**src/rtl/divide8_pkg.sv**
```systemverilog
// Shared constants and state encoding for the 8-bit sequential restoring divider.
package divide8_pkg;

  localparam int DIV_W = 8;
  localparam int CNT_W = 3;

  typedef enum logic [1:0] {
    IDLE,
    CALC,
    DONE
  } state_t;

  localparam logic [DIV_W-1:0] DIV0_QUOTIENT = 8'hFF;
  localparam logic [CNT_W-1:0] LAST_ITER     = 3'(DIV_W - 1);

endpackage

```
**src/rtl/divide8_step.sv**
```systemverilog
// One restoring-division iteration: shift in the next dividend bit, trial-subtract the divisor.
module divide8_step
  import divide8_pkg::*;
(
  input  logic [DIV_W-1:0] rem,
  input  logic             msb,
  input  logic [DIV_W-1:0] dvs,
  output logic [DIV_W-1:0] rem_next,
  output logic             qbit
);

  logic [DIV_W:0] t;
  logic [DIV_W:0] diff;

  // rem < dvs on entry, so t < 2*dvs and bit DIV_W of the 9-bit difference is exactly the borrow.
  always_comb begin
    t        = {rem, msb};
    diff     = t - {1'b0, dvs};
    qbit     = ~diff[DIV_W];
    rem_next = qbit ? diff[DIV_W-1:0] : t[DIV_W-1:0];
  end

endmodule

```
**src/rtl/divide8_unsigned_sequential.sv**
```systemverilog
// 8-bit unsigned restoring divider, one quotient bit per clock under a start/done handshake.
module divide8_unsigned_sequential
  import divide8_pkg::*;
(
  input  logic             clk,
  input  logic             rst,
  input  logic             start,
  input  logic [DIV_W-1:0] dividend,
  input  logic [DIV_W-1:0] divisor,
  output logic [DIV_W-1:0] quotient,
  output logic [DIV_W-1:0] remainder,
  output logic             busy,
  output logic             done,
  output logic             div_by_zero
);

  state_t           state_q;
  logic [CNT_W-1:0] count_q;
  logic [DIV_W-1:0] dvd_q;
  logic [DIV_W-1:0] dvs_q;
  logic [DIV_W-1:0] rem_q;
  logic [DIV_W-1:0] quotient_q;
  logic [DIV_W-1:0] remainder_q;
  logic             busy_q;
  logic             done_q;
  logic             dbz_q;

  logic [DIV_W-1:0] rem_d;
  logic             qbit_d;

  divide8_step u_step (
    .rem      (rem_q),
    .msb      (dvd_q[DIV_W-1]),
    .dvs      (dvs_q),
    .rem_next (rem_d),
    .qbit     (qbit_d)
  );

  // The partial remainder never exceeds the divisor, so its always-zero ninth bit is not stored.
  always_ff @(posedge clk) begin
    if (rst) begin
      state_q     <= IDLE;
      count_q     <= '0;
      dvd_q       <= '0;
      dvs_q       <= '0;
      rem_q       <= '0;
      quotient_q  <= '0;
      remainder_q <= '0;
      busy_q      <= 1'b0;
      done_q      <= 1'b0;
      dbz_q       <= 1'b0;
    end else begin
      done_q <= 1'b0;
      case (state_q)
        IDLE, DONE: begin
          if (start) begin
            if (divisor != '0) begin
              dvd_q   <= dividend;
              dvs_q   <= divisor;
              rem_q   <= '0;
              count_q <= '0;
              busy_q  <= 1'b1;
              state_q <= CALC;
            end else begin
              quotient_q  <= DIV0_QUOTIENT;
              remainder_q <= dividend;
              dbz_q       <= 1'b1;
              done_q      <= 1'b1;
              state_q     <= DONE;
            end
          end else begin
            state_q <= IDLE;
          end
        end
        CALC: begin
          dvd_q   <= {dvd_q[DIV_W-2:0], qbit_d};
          rem_q   <= rem_d;
          count_q <= count_q + 1'b1;
          if (count_q == LAST_ITER) begin
            quotient_q  <= {dvd_q[DIV_W-2:0], qbit_d};
            remainder_q <= rem_d;
            dbz_q       <= 1'b0;
            done_q      <= 1'b1;
            busy_q      <= 1'b0;
            state_q     <= DONE;
          end
        end
        default: begin
          busy_q  <= 1'b0;
          state_q <= IDLE;
        end
      endcase
    end
  end

  assign quotient    = quotient_q;
  assign remainder   = remainder_q;
  assign busy        = busy_q;
  assign done        = done_q;
  assign div_by_zero = dbz_q;

endmodule

```
**config.mk**
```make
export PLATFORM = sky130hd
export DESIGN_NAME = divide8_unsigned_sequential
export DESIGN_NICKNAME = d
export VERILOG_FILES = /design/src/rtl/divide8_pkg.sv /design/src/rtl/divide8_step.sv /design/src/rtl/divide8_unsigned_sequential.sv
export SDC_FILE = /design/constraint.sdc
export NUM_CORES = 1
export LEC_CHECK = 0
export ABC_AREA = 0
export CAP_MARGIN = 15
export CORE_MARGIN = 10
export CORE_UTILIZATION = 40
export DETAILED_ROUTE_END_ITERATION = 7
export PLACE_DENSITY_LB_ADDON = 0.3
export SLEW_MARGIN = 30
export SYNTH_ARGS = -nofsm -noshare
export SYNTH_HDL_FRONTEND = slang
export SYNTH_SLANG_ARGS = --single-unit
```
**constraint.sdc**
```tcl
create_clock -name clk -period 2.1 [get_ports clk]
set_input_delay 0.42 -clock clk [delete_from_list [all_inputs] [get_ports clk]]
set_output_delay 0.42 -clock clk [all_outputs]
set_load 0.01 [all_outputs]
```
; ---- After elaboration in Yosys (flattened, before gate mapping)
; Cells that the tools add are included.
[word_totals]
reg_bits = 48
in_bits = 19
word_cells = 61
output_inout_bits = 19
[classes]
n_eq_ne = 7
bitwise = 1
add_sub_neg = 2
muxes = 33
reduce_logical = 8
[op_table]
columns = op, count
row1 = $mux W8, 11
row2 = $pmux W8 S2, 4
row3 = $reduce_and A3 Y1, 3
row4 = $sub A9 B8 Y9, 1
row5 = $mux W1, 8
row6 = $ne A2 B2 Y1 const B, 4
row7 = $reduce_bool A8 Y1, 1
row8 = $mux W2, 3
row9 = $mux W3, 2
row10 = $pmux W1 S2, 3
row11 = $pmux W3 S2, 1
row12 = $pmux W2 S2, 1
row13 = $reduce_and A4 Y1, 1
row14 = $add A3 B1 Y3 const B, 1
row15 = $eq A3 B3 Y1 const B, 1
row16 = $eq A2 B1 Y1 const B, 1
row17 = $eq A2 B2 Y1 const B, 1
row18 = $logic_not A2 Y1, 1
row19 = $reduce_bool A2 Y1, 1
row20 = $reduce_or A2 Y1, 1
row21 = $not A1 Y1, 1

; ---- Depth between registers and ports, before layout
; Gate-level depths: netlist of the first run.
[logic_depth]
word_depth = 4
depth_mapped = 10
depth_no_buf = 9

; ---- By module
; A second synthesis of the first run with hierarchy kept.
[hier_totals]
hier_cells = 263
hier_area_um2 = 2396.0
[modules_own_cells]
columns = mod, area_each_um2, seq_area_each_um2, cells_per_inst, instances
row1 = divide8_unsigned_sequential, 1910.6, 960.9, 205, 1
row2 = divide8_step, 485.5, 0.0, 58, 1

; ---- Worst setup path before layout of the first run
; Ideal clock, no wire load.
[synth_path]
path_type = register to register
startpoint = register dvd_q[7]
endpoint = register remainder_q[3] (netlist: remainder[3])
required_ps = 2019
arrival_time_ps = 2180
stages_incl_launch_ff = 10
setup_slack_ps = -160
period_less_slack_ps = 2260
setup_ps = 81
path_buffers = 0
cell_sequence = dfxtp_1 inv_1 ha_1 inv_1 fa_1 a211oi_2 o211a_4 nor2_2 or4_4 a41oi_1
[synth_via]
elab_chain_len = 4
[synth_rtl]
columns = element, line
row1 = start: declaration, divide8_unsigned_sequential.sv:19  ; logic [DIV_W-1:0] dvd_q;
row2 = start signal: assignment, divide8_unsigned_sequential.sv:58  ; dvd_q <= dividend;
row3 = start signal: assignment, divide8_unsigned_sequential.sv:76  ; dvd_q <= {dvd_q[DIV_W-2:0], qbit_d};
row4 = $sub A9 B8 Y9, divide8_step.sv:18  ; diff = t - {1'b0, dvs};
row5 = $mux W8, divide8_step.sv:20  ; rem_next = qbit ? diff[DIV_W-1:0] : t[DIV_W-1:0];
row6 = $mux W8, divide8_unsigned_sequential.sv:79  ; if (count_q == LAST_ITER) begin
row7 = $pmux W8 S2, divide8_unsigned_sequential.sv:54  ; case (state_q)
row8 = end signal: assignment, divide8_unsigned_sequential.sv:66  ; remainder_q <= dividend;
row9 = end signal: assignment, divide8_unsigned_sequential.sv:81  ; remainder_q <= rem_d;
row10 = end: declaration, divide8_unsigned_sequential.sv:23  ; logic [DIV_W-1:0] remainder_q;
; Every way passes these cells. The select of a mux whose other input is x is not followed.
; A chain may end at the register's enable or synchronous reset.

; ---- Worst setup path in the final report of the first run
; Ends and elaborated chain as after synthesis.

==> impl_metrics.csv, run 1 <==
group,metric,value,unit
grt,antenna_found_initial,0,
timing,setup_viol,10,
run_status,outcome,"finished with violations",
floorplanning,die_h,102,um
clocking,hold_buffers,0,
route,post_drt_via_cell_ratio,5.60,
power,powerDensity,696,nW/um^2
route,vias,2734,
route,wirelength,7.85,mm
grt,groute.usage.overall,0.150,
synth,yosysWarnings,0,
power,sw_frac_of_total,0.317,
power,clkPwrFrac,0.243,
route,antenna_left,0,
setup_path,end_kind,"flop",
clocking,cts-root-buf,"clkbuf_8",
timing,min_period,2220,ps
synth,yosys.area_share.adder,0.0542,
synth,syn-num-nets,362,
power,p_comb_frac,0.379,
clocking,cts_buffers,5,
clocking,clk_pin_slew,80,ps
timing,fin_crit_sh,1.06,
layout,area_delta_synth_final,41.0,%
grt,gr-total-overflow,0,
timing,slew_headroom,0.696,
clocking,cts_tree,"done",
power,p_total,2630,uW
placement,routabilityCongestion,0.932,
min_path,hold_path.class,"reg -> reg",
floorplanning,dieArea,10400,um^2
floorplanning,fp.coreArea,6420,um^2
clocking,clkLatencyLatePin,290,ps
route,wl_per_cell,16.1,um
grt,grt_pass1_vias,2663,
layout,antennaDiodeCount,0,
setup_path,critPathLaunchType,"flop",
timing,finalMaxSlewViolations,0,
layout,final_common_cell,"nor2_1",
layout,seq_area,965,um^2
power,p_sw,832,uW
synth,avgSynthCellArea,8.06,um^2
power,leakagePower,0.00147,uW
timing,rsz0062_at_grt,"yes",
power,p_int,1800,uW
synth,synthFlopType,"dfxtp_1",
floorplanning,start_util,0.417,
synth,synthMuxAreaShare,0.0528,
grt,grt_pass1_wl,12.6,mm
placement,place_ws,-172,ps
synth,synth_compound_area_frac,0.230,
route,drc,0,
grt,grt_max_degree,36,
synth,ys_seq_elements,48,
synth,synth_edf_count,0,
route,drtPass1Iterations,4,
timing,finalClockSkew,3.13,ps
timing,worstMarginPinSlew,450,ps
clocking,htreeDepth,2,
layout,final_area,3770,um^2
synth,synthesis.area,2680,um^2
timing,setup_ws,-116,ps
synth,synth_xor_area_frac,0.00982,
setup_path,cp.arrival,2440,ps
power,seqPwrFrac,0.378,
layout,multi_input_area,1770,um^2
setup_path,crit_fanout,3,
synth,syn-instance-count,332,
route,first_iter_violations,150,
floorplanning,die-width,102,um
synth,ys_seq_area_frac,0.359,
run_status,violations,"setup timing",
layout,final_cell_mix,"nor2_1 (61), buf_4 (52), dfxtp_1 (45), clkdlybuf4s50_1 (37), nor3_1 (19)",
timing,holdWs,492,ps
timing,finalHoldViolations,0,
layout,layout.nets,442,
floorplanning,placementRows,29,
setup_path,cp_data_required_time,2320,ps
clocking,cts_max_path_buffers,2,
flow_run,cap_violations,0,
timing,fmax,451,MHz
layout,drive_above_1_share,0.258,
timing,fin_tns_setup,-715,ps
synth,yosysUniqueCellTypes,57,
floorplanning,ioPinCount,38,
synth,async_reset_ff_frac,0,
placement,postPlaceCellArea,3470,um^2
setup_path,timing_worst_setup_path_type,"reg -> reg",
synth,yosys.area_share.simple,0.247,
placement,numPortBuffers,37,
clocking,clock_sinks,48,
layout,fill_cells,578,
placement,place_hpwl,5.82,mm
power,vdd_ir_drop_max,0.447,mV
synth,synth_top_family_by_area,"simple AND/OR/NAND/NOR gates",
## synthesized netlist by cell type (4+ instances only)
master,instances,area share
and3_1,10,0.023
mux2i_1,13,0.049
a21oi_1,19,0.036
a31oi_1,5,0.012
a311oi_1,7,0.023
nor3_1,20,0.037
a211oi_1,11,0.031
o21ai_0,10,0.019
nand3_1,5,0.0093
ha_1,10,0.047
clkbuf_1,13,0.018
nor2b_1,4,0.0093
dfxtp_1,48,0.36
nor2_1,61,0.086
o211ai_1,6,0.017
inv_1,12,0.017
nand2_1,20,0.028
## sequential cells by signal, indices dropped and copies added (netlist names)
register,count
state_q,2
dvd_q,8
quotient,8
done,1
dvs_q,8
rem_q,8
busy,1
remainder,8
count_q,3
div_by_zero,1
## critical path, cell delays in order, from the launching register on
cell and delay [ps]:
dfxtp_2 320, inv_2 70, ha_4 140, inv_2 40
fa_2 360, a211oi_4 290, o211a_4 220, nor2_2 50
or4_4 500, a41oi_2 170
## final timing paths
check	from	endpoint	slack (ps)	cells after the start
worst min register to register	div_by_zero$_SDFFE_PP0P_	div_by_zero$_SDFFE_PP0P_	490	2
worst max-delay path	dvd_q[7]$_SDFFE_PP0P_	remainder[3]$_SDFFE_PP0P_	-120	9
worst min-delay path	div_by_zero$_SDFFE_PP0P_	div_by_zero$_SDFFE_PP0P_	490	2
worst max register to register	dvd_q[7]$_SDFFE_PP0P_	remainder[3]$_SDFFE_PP0P_	-120	9
## per-stage QoR
step	util	std cells
6_report	0.588	488
5_1_grt	0.588	488
4_1_cts	0.569	485
3_5_place_dp	0.540	475
3_3_place_gp	0.540	475
2_1_floorplan	-	332
## cell type report
class,instances,share of cell area
clock buffer,5,0.0182
clock inverter,1,0.00795
inverter,12,0.0119
multi-input combinational,253,0.468
sequential,48,0.256
tap,77,0.0255
timing repair buffer,92,0.213
## power groups by stage
| stage | Sequential, uW | Combinational [uW] | Clock (uW) |
|---|---|---|---|
| floorplan | 1000 | 505 | 0 |
| global placement | 1010 | 814 | 0 |
| detailed placement | 1010 | 826 | 0 |
| CTS | 992 | 907 | 651 |
| global route | 1000 | 1070 | 684 |
| finish | 993 | 996 | 639 |
## what timing repair did
item,4_1_cts,5_1_grt
cloned,0,0
endpoints found under the setup margin,14,18
buffers inserted,4,3
pin swaps,15,7
gates resized for setup,13,20
## routing by layer
layer,wire (um),track usage,vias up
met5,0,0,-
met4,132,0.0539,0
met3,459,0.0381,14
met2,3770,0.245,68
met1,3500,0.186,1290
li1,-,-,1362
## kinds of logic after synthesis
family	count (synthesis)
simple gates	140
compound gates	85
xor+xnor	3
mux	14
buf+inv	31
fa+ha+maj	11
flops	48
(Power assumes the default switching activity.)
==> run 2, diff against run 1 <==
--- a/config.mk
+++ b/config.mk
@@ -5,7 +5,7 @@
 export SDC_FILE = /design/constraint.sdc
 export NUM_CORES = 1
 export LEC_CHECK = 0
-export ABC_AREA = 0
+export ABC_AREA = 1
 export CAP_MARGIN = 15
 export CORE_MARGIN = 10
 export CORE_UTILIZATION = 40
==> impl_metrics.csv, run 2 <==
group,metric,value,unit
synth,synth_top_cell_by_area,"dfxtp_1",
setup_path,end_kind,"flop",
placement,dpl.cell_count,474,
timing,finalClockSkew,10.2,ps
setup_path,cp.arrival,2100,ps
route,wirelength,6.49,mm
power,p_comb_frac,0.244,
clocking,clock_sinks,48,
floorplanning,placementRows,29,
timing,slew_headroom,0.716,
grt,grt_max_degree,26,
clocking,post_cts_resized,0,
timing,rsz0062_at_grt,"no",
min_path,hold_end,"dvs_q[4]$_SDFFE_PP0P_",
power,vdd_ir_drop_max,0.339,mV
setup_path,rr_endpoint,"rem_q[0]$_SDFFE_PP0P_",
synth,ys_seq_area_frac,0.370,
clocking,cts_tree,"done",
power,clkPwrFrac,0.344,
synth,yosysWarnings,0,
route,post_drt_via_cell_ratio,5.01,
grt,grt_pass1_vias,2334,
synth,ys_seq_elements,48,
power,seqPwrFrac,0.412,
timing,fin_crit_sh,0.898,
placement,place_ws,12.1,ps
layout,antennaDiodeCount,0,
placement,numPortBuffers,37,
min_path,hold_start,"dvs_q[4]$_SDFFE_PP0P_",
synth,syn-num-nets,397,
layout,layout.nets,434,
clocking,clk_pin_slew,100,ps
synth,async_reset_ff_frac,0,
clocking,cts_max_path_buffers,2,
clocking,cts_buffers,5,
layout,final_common_cell,"nand2_1",
synth,synth_top_area_frac,0.370,
floorplanning,start_util,0.409,
floorplanning,ioPinCount,38,
min_path,hold_depth,2,
synth,yosysUniqueCellTypes,28,
route,drc,0,
floorplanning,die-width,101,um
timing,finalHoldViolations,0,
route,wl_per_cell,13.5,um
power,leakagePower,0.00162,uW
setup_path,reg2reg_slack,210,ps
setup_path,rr_worst_depth,14,
route,first_iter_violations,165,
route,vias,2416,
timing,worstMarginPinSlew,426,ps
layout,fill_cells,610,
setup_path,crit_fanout,9,
synth,synth_edf_count,0,
setup_path,timing_worst_setup_path_type,"reg -> reg",
min_path,hold_path.class,"reg -> reg",
synth,synthFlopType,"dfxtp_1",
layout,final_cell_mix,"nand2_1 (72), inv_1 (69), nand3_1 (47), dfxtp_1 (47), clkdlybuf4s50_1 (37)",
route,antenna_left,0,
layout,final_area,3220,um^2
synth,synthesis.area,2600,um^2
timing,fin_tns_setup,0,ps
power,p_total,2400,uW
layout,fin_cells,482,
placement,place_hpwl,4.83,mm
placement,routabilityCongestion,0.794,
clocking,cts-root-buf,"clkbuf_8",
synth,avgSynthCellArea,7.08,um^2
clocking,clkLatencyLatePin,320,ps
power,p_sw,748,uW
timing,finalMaxSlewViolations,0,
run_status,outcome,"completed",
clocking,hold_buffers,0,
setup_path,critPathLaunchType,"flop",
power,powerDensity,745,nW/um^2
timing,min_period,1890,ps
timing,setup_ws,215,ps
setup_path,r2r_start,"dvd_q[7]$_SDFFE_PP0P_",
power,p_int,1650,uW
setup_path,cp_data_required_time,2320,ps
floorplanning,dieArea,10100,um^2
flow_run,cap_violations,0,
grt,antenna_found_initial,0,
layout,drive_above_1_share,0.111,
timing,setup_viol,0,
route,drtPass1Iterations,4,
timing,fmax,530,MHz
synth,synth_commonest_cells,"nand2_1 (72), inv_1 (69), nand3_1 (50)",
synth,synth_area_leaders,"dfxtp_1 (37%), nand2_1 (10%), inv_1 (10%)",
clocking,htreeDepth,2,
grt,gr-total-overflow,0,
clocking,post-cts-setup-buffers,0,
synth,synth_most_common_cell,"nand2_1",
placement,postPlaceCellArea,3040,um^2
grt,groute.usage.overall,0.127,
floorplanning,die_h,101,um
synth,syn-instance-count,367,
layout,area_delta_synth_final,23.7,%
grt,grt_pass1_wl,10.7,mm
floorplanning,fp.coreArea,6350,um^2
power,sw_frac_of_total,0.312,
run 2: worst max path at each step:
stage	start	to	slack [ps]	cells past startpoint
after global placement	divisor[6]	remainder[1]$_SDFFE_PP0P_	60	10
after CTS	dvd_q[7]$_SDFFE_PP0P_	remainder[1]$_SDFFE_PP0P_	110	13
after global routing	dvd_q[7]$_SDFFE_PP0P_	remainder[0]$_SDFFE_PP0P_	1	14
final	dvd_q[7]$_SDFFE_PP0P_	rem_q[0]$_SDFFE_PP0P_	210	14
after detailed placement	divisor[6]	remainder[1]$_SDFFE_PP0P_	10	10
after floorplan	dvd_q[7]$_SDFFE_PP0P_	remainder[1]$_SDFFE_PP0P_	370	14
run 2: power groups by stage:
stage | combinational, uW | sequential [uW] | clock (uW)
CTS | 557 | 987 | 831
global route | 660 | 993 | 868
finish | 585 | 988 | 824
floorplan | 419 | 1000 | 0
detailed placement | 557 | 1010 | 0
global placement | 542 | 1010 | 0
run 2: kinds of logic (layout without fill, tap and decap cells):
group	count (synthesis)	in the layout	share of synthesized area
compound gates	61	61	0.136
simple gates	158	158	0.292
buf+inv	86	124	0.136
flops	48	48	0.370
xor+xnor	3	3	0.0101
fa+ha+maj	11	11	0.0558
run 2: critical path: stages (launching register included):
cell     delay (ps)
dfxtp_2         350
inv_1            60
ha_1            130
inv_1            70
fa_2            350
nand2_1          80
nand2_2         100
nand3_4         100
nand2_2          80
nand2_2          90
nand2_4          80
nand3_1         110
nand3_1          80
nand2_1          60
inv_1            40
run 2: area by class of cell:
cell class / instances / area [um^2] / share of cell area
multi-input combinational: 233 / 1320 / 0.412
sequential: 48 / 962 / 0.299
timing repair buffer: 45 / 430 / 0.134
inverter: 71 / 267 / 0.0828
tap: 77 / 96.3 / 0.0299
clock buffer: 5 / 68.8 / 0.0214
clock inverter: 3 / 68.8 / 0.0214
run 2: per-stage QoR:
| stage | hold WS (ps) | utilization |
|---|---|---|
| floorplan | 433 | - |
| global placement | 447 | 0.479 |
| detailed placement | 456 | 0.479 |
| CTS | 472 | 0.500 |
| global route | 494 | 0.507 |
| finish | 470 | 0.507 |
run 2: routing by layer:
metal  global-route usage  routed length (um)
met1                0.150                2810
met2                0.212                3200
met3               0.0432                 380
met4               0.0391                  91
met5                    0                   0
==> RTL edit 1 (flow settings as in run 2) <==
Reset style: asynchronous (`rst`), changed in one clocked block.
--- a/src/rtl/divide8_unsigned_sequential.sv
+++ b/src/rtl/divide8_unsigned_sequential.sv
@@ -39,3 +39,3 @@
   // The partial remainder never exceeds the divisor, so its always-zero ninth bit is not stored.
-  always_ff @(posedge clk) begin
+  always_ff @(posedge clk or posedge rst) begin
     if (rst) begin
Formal check against the unedited RTL: differs if rst is asserted again (counterexample within 4 cycles, from zero or initial values and one cycle with rst high); with rst held inactive, the same outputs for 10 cycles.
==> RTL edit 1 against run 2 <==
- synthesized area rose by 0.24%
- sequential cell count stayed put
- worst setup slack got worse by 0.061 ns
- clock skew up 0.0010 ns
- final area rose by 0.39%
- global-route usage down 0.53 points
- wire length fell by 10%
- critical path type unchanged
Power is not compared: it rests on default switching activity, and its combinational part moved more than twofold at a synthesized area within 25%.
==> RTL edit 1: results (changes against run 2) <==
Outcome
  – Status: finished clean (unchanged)

Global routing
  – First-pass GRT wire length: 10,200 um (was 10,700 um)
  – Antenna violations before repair: 0 (unchanged)
  – Pin count of the biggest net entering global routing: 49 (was 26)
  – Number of global-route vias before repair: 2,180 (was 2,334)
  – Gr usage total: 12.2% (was 12.7%)

Clock tree
  – Clock tree root buffer cell: clkbuf_8 (unchanged)
  – Clk Latency, worst-skew pair: 0.30 ns (was 0.32 ns)
  – Reg clk slew, reported paths: 0.09 ns

Power
  – Combinational power: 3.16 mW
  – Worst vdd ir: 0.000672 V
  – Switching share of power: 44.1%
  – Register share of total power: 29.3%

Setup path
  – Top cell family by delay on the critical path: simple AND/OR/NAND/NOR gates (unchanged)
  – Max FO, Critical Path: 9 (unchanged)
  – CP peak stage delay: 0.38 ns (was 0.35 ns)
  – Max stage delay cell, worst path: dfrtp_1 (was dfxtp_2)
  – Worst endpoint data arrival time: 2.14 ns (was 2.10 ns)

Route
  – First drt pass iteration count: 5 (was 4)
  – Vias/cell: 4.90 (was 5.01)
  – Final WL: 5830 um (was 6490 um)
  – Initial drt markers: 132 (was 165)
  – Drt wl/cell: 13.1 um (was 13.5 um)

Finish
  – Multi-input gate area: 1180 um^2 (was 1320 um^2)
  – Area grow syn2layout: 23.9% (was 23.7%)
  – FFs & Latches: 48 (unchanged)
  – Non-clock buffers, area share: 14.1% (was 13.4%)
  – Final nets: 396 (was 434)
  – Non-clk invs: 50 (was 71)
  – Buffers excl. clock: 45 (unchanged)
  – Final Util: 50.9% (was 50.7%)
  – Share of cells above drive strength 1: 11.2% (was 11.1%)
  – Clock Buffer Count: 6 (was 5)
  – Multi-input gates: 216 (was 233)
  – Multi-input combinational area share: 36.6% (was 41.2%)
  – Clk cell area share: 3.33% (was 4.28%)
  – Register area: 1200 um^2 (was 962 um^2)
  – # fillers: 598 (was 610)

Yosys
  – Sequential cell area fraction in the yosys report: 46.1% (was 37.0%)
  – Syn Nets: 355 (was 397)
  – Cell variety after synth: 33 (was 28)
  – Asr flop ratio synth: 100% (was 0%)
  – Synth top area cells: dfrtp_1, nand2_1, nand3_1, inv_1, ha_1 (was dfxtp_1, nand2_1, inv_1, nand3_1, ha_1)
  – Top cells by count, synth: nand2_1, dfrtp_1, inv_1 (was nand2_1, inv_1, nand3_1)
  – Xor and xnor area share after synthesis: 1.01% (about the same)
  – Post-synthesis adder-cell area fraction: 5.57% (was 5.58%)
  – Average size of a mapped cell: 8.02 um^2 (was 7.08 um^2)
  – Mux cell area share after synthesis: 0% (unchanged)
  – Post-synth top flop: dfrtp_1 (was dfxtp_1)
  – Compound-cell area share of the yosys netlist: 11.2% (was 13.6%)

Timing
  – Worst slew pin tran: 0.305 ns (was 0.426 ns)
  – Final Skew: 0.0112 ns (was 0.0102 ns)

Place
  – DP Area: 3090 um^2 (was 3040 um^2)
  – RePlAce Congestion: 0.861 (was 0.794)
  – Pre-CTS setup slack: 0.0811 ns (was 0.0121 ns)
  – DPL Wire Length: 4480 um (was 4830 um)
  – Inst Count DP: 435 (was 474)

Worst hold path
  – Hold crit path type: in2async (was reg2reg)
==> RTL edit 1: cell types whose count changed after synthesis, sizes merged, moves of 5 or more <==
cell / change
o221ai: -7
inv: -21
dfrtp: +48
a21oi: -22
nand3: -20
nor2: +5
o21ai: +5
a21boi: +5
dfxtp: -48
or2: +8
==> RTL edit 1: metal layers <==
layer	vias up	routed length [um]	share of wire [%]	track usage [%]
li1	1113	-	-	-
met1	1022	2600	45	14.5
met2	34	2890	50	20.5
met3	6	269	4.6	3.29
met4	0	79	1.4	4.35
met5	-	0	0	0
==> RTL edit 1: final timing paths <==
path	from	to	slack [ns]
setup / recovery	dvd_q[7]	remainder[0]	0.15
hold / removal	rst	remainder[0]	0.46
setup reg to reg	dvd_q[7]	remainder[0]	0.15
hold reg to reg	div_by_zero	div_by_zero	0.50
max in group asynchronous	rst	rem_q[5]	1.41
min in group clk	div_by_zero	div_by_zero	0.50
==> RTL edit 2 (settings of run 2) <==
Made on the original files. `CNT_W`: 3 -> 5.
--- a/src/rtl/divide8_pkg.sv
+++ b/src/rtl/divide8_pkg.sv
@@ -4,3 +4,3 @@
   localparam int DIV_W = 8;
-  localparam int CNT_W = 3;
+  localparam int CNT_W = 5;
 
Function: changed (Yosys sat finds a counterexample within 10 cycles, from zero or initial values and one cycle with rst high).
==> RTL edit 2 against run 2 <==
- non-clock buffer count is 2 lower
- clock skew is 0.0020 ns lower
- sequential cell count is 2 higher
- worst setup slack worse by 0.028 ns
- total power is 5.8% higher
- wire length is 1.8% lower
- worst hold slack better by 0.0022 ns
- sequential power is 7% higher
- synthesized area is 1.0% lower
- maximum frequency is 1.5% lower
- sequential share of layout area is 1.3 points higher
- final area is 0.19% lower
- critical path type unchanged
- largest power group unchanged
==> RTL edit 2: results (changes against run 2) <==
Setup path
  – Max FO, Critical Path: 10 (was 9)
  – Worst endpoint data arrival time: 2.13 ns (was 2.10 ns)

Yosys
  – Post-synthesis adder-cell area fraction: 5.64% (was 5.58%)
  – Top cells by count, synth: nand2_1, inv_1, nor2_1 (was nand2_1, inv_1, nand3_1)
  – Xor and xnor area share after synthesis: 1.02% (was 1.01%)
  – Cell variety after synth: 25 (was 28)
  – Syn Nets: 418 (was 397)
  – Synth top area cells: dfxtp_1, nand2_1, nand3_1, inv_1, nor2_1 (was dfxtp_1, nand2_1, inv_1, nand3_1, ha_1)

Route
  – Via count: 2,477 (was 2,416)
  – Final WL: 6370 um (was 6490 um)
  – Initial drt markers: 154 (was 165)
  – Routed met3 length: 268 um (was 380 um)
  – Met2 wire length: 3190 um (was 3200 um)

Global routing
  – Met3 usage: 3.23% (was 4.32%)
  – GRT met2 Usage: 22.3% (was 21.2%)
  – Met1 usage in global routing: 14.4% (was 15.0%)
  – First-pass GRT wire length: 10,700 um (about the same)
  – Number of global-route vias before repair: 2,430 (was 2,334)
  – Pin count of the biggest net entering global routing: 34 (was 26)
  – Gr usage total: 12.8% (was 12.7%)

Place
  – DPL Wire Length: 4780 um (was 4830 um)
  – RePlAce Congestion: 0.876 (was 0.794)

Power
  – Leakage Power: 1.55 nW (was 1.62 nW)
  – Register share of total power: 42.0% (was 41.2%)
  – Part of the power in the clock network: 32.0% (was 34.4%)
  – Worst vdd ir: 0.000430 V (was 0.000339 V)

Finish
  – Final nets: 453 (was 434)

Timing
  – Final Skew: 0.00818 ns (was 0.0102 ns)

Outcome
  – Status: finished clean (unchanged)
[RTL edit 2: final timing paths]
path         startpoint            to  slack [ns]  depth (start not counted)
max            dvd_q[7]  remainder[4]        0.19                         14
min            dvs_q[4]      dvs_q[4]        0.47                          2
max reg2reg    dvd_q[7]  remainder[4]        0.19                         14
min reg2reg    dvs_q[4]      dvs_q[4]        0.47                          2
[RTL edit 2: layout make-up]
type                            count  area [um^2]  share of cell area, %
Sequential cell                    50         1000                   31.3
Timing Repair Buffer               43          415                   12.9
Clock inverter                      3         68.8                   2.14
Tap cell                           77         96.3                   3.00
Clock buffer                        5         68.8                   2.14
Multi-Input combinational cell    263         1330                   41.3
Inverter                           60          233                   7.25
[RTL edit 2: cell families after synthesis]
| logic type | after synthesis |
|---|---|
| buf+inv | 75 |
| fa+ha+maj | 11 |
| xor+xnor | 3 |
| compound gates | 51 |
| flops | 50 |
| simple gates | 198 |
[RTL edit 2: worst max-delay path, delay by kind of cell (launching register included)]
kind	cells	cell delay, ns
adders and majority gates	2	0.48
buffers and inverters	3	0.15
DFF	1	0.33
and+or+nand+nor	9	0.87
[RTL edit 2: metrics by stage]
| step | setup slack [ns] | cell area [um^2] | setup TNS, ns | utilization [%] |
|---|---|---|---|---|
| after floorplan | 0.305 | 2570 | 0 | - |
| final | 0.187 | 3210 | 0 | 50.9 |
| after CTS | 0.0438 | 3150 | 0 | 49.9 |
| after global placement | 0.0504 | 3010 | 0 | 47.7 |
| after global routing | -0.0210 | 3210 | -0.0466 | 50.9 |
| after detailed placement | -0.0179 | 3010 | -0.0301 | 47.7 |
[RTL edit 2: timing repair]
| item | in CTS | in global routing |
|---|---|---|
| setup endpoints to repair | 8 | 24 |
| pin swaps | 0 | 1 |
| buffers inserted | 0 | 0 |
| resized for setup | 1 | 17 |
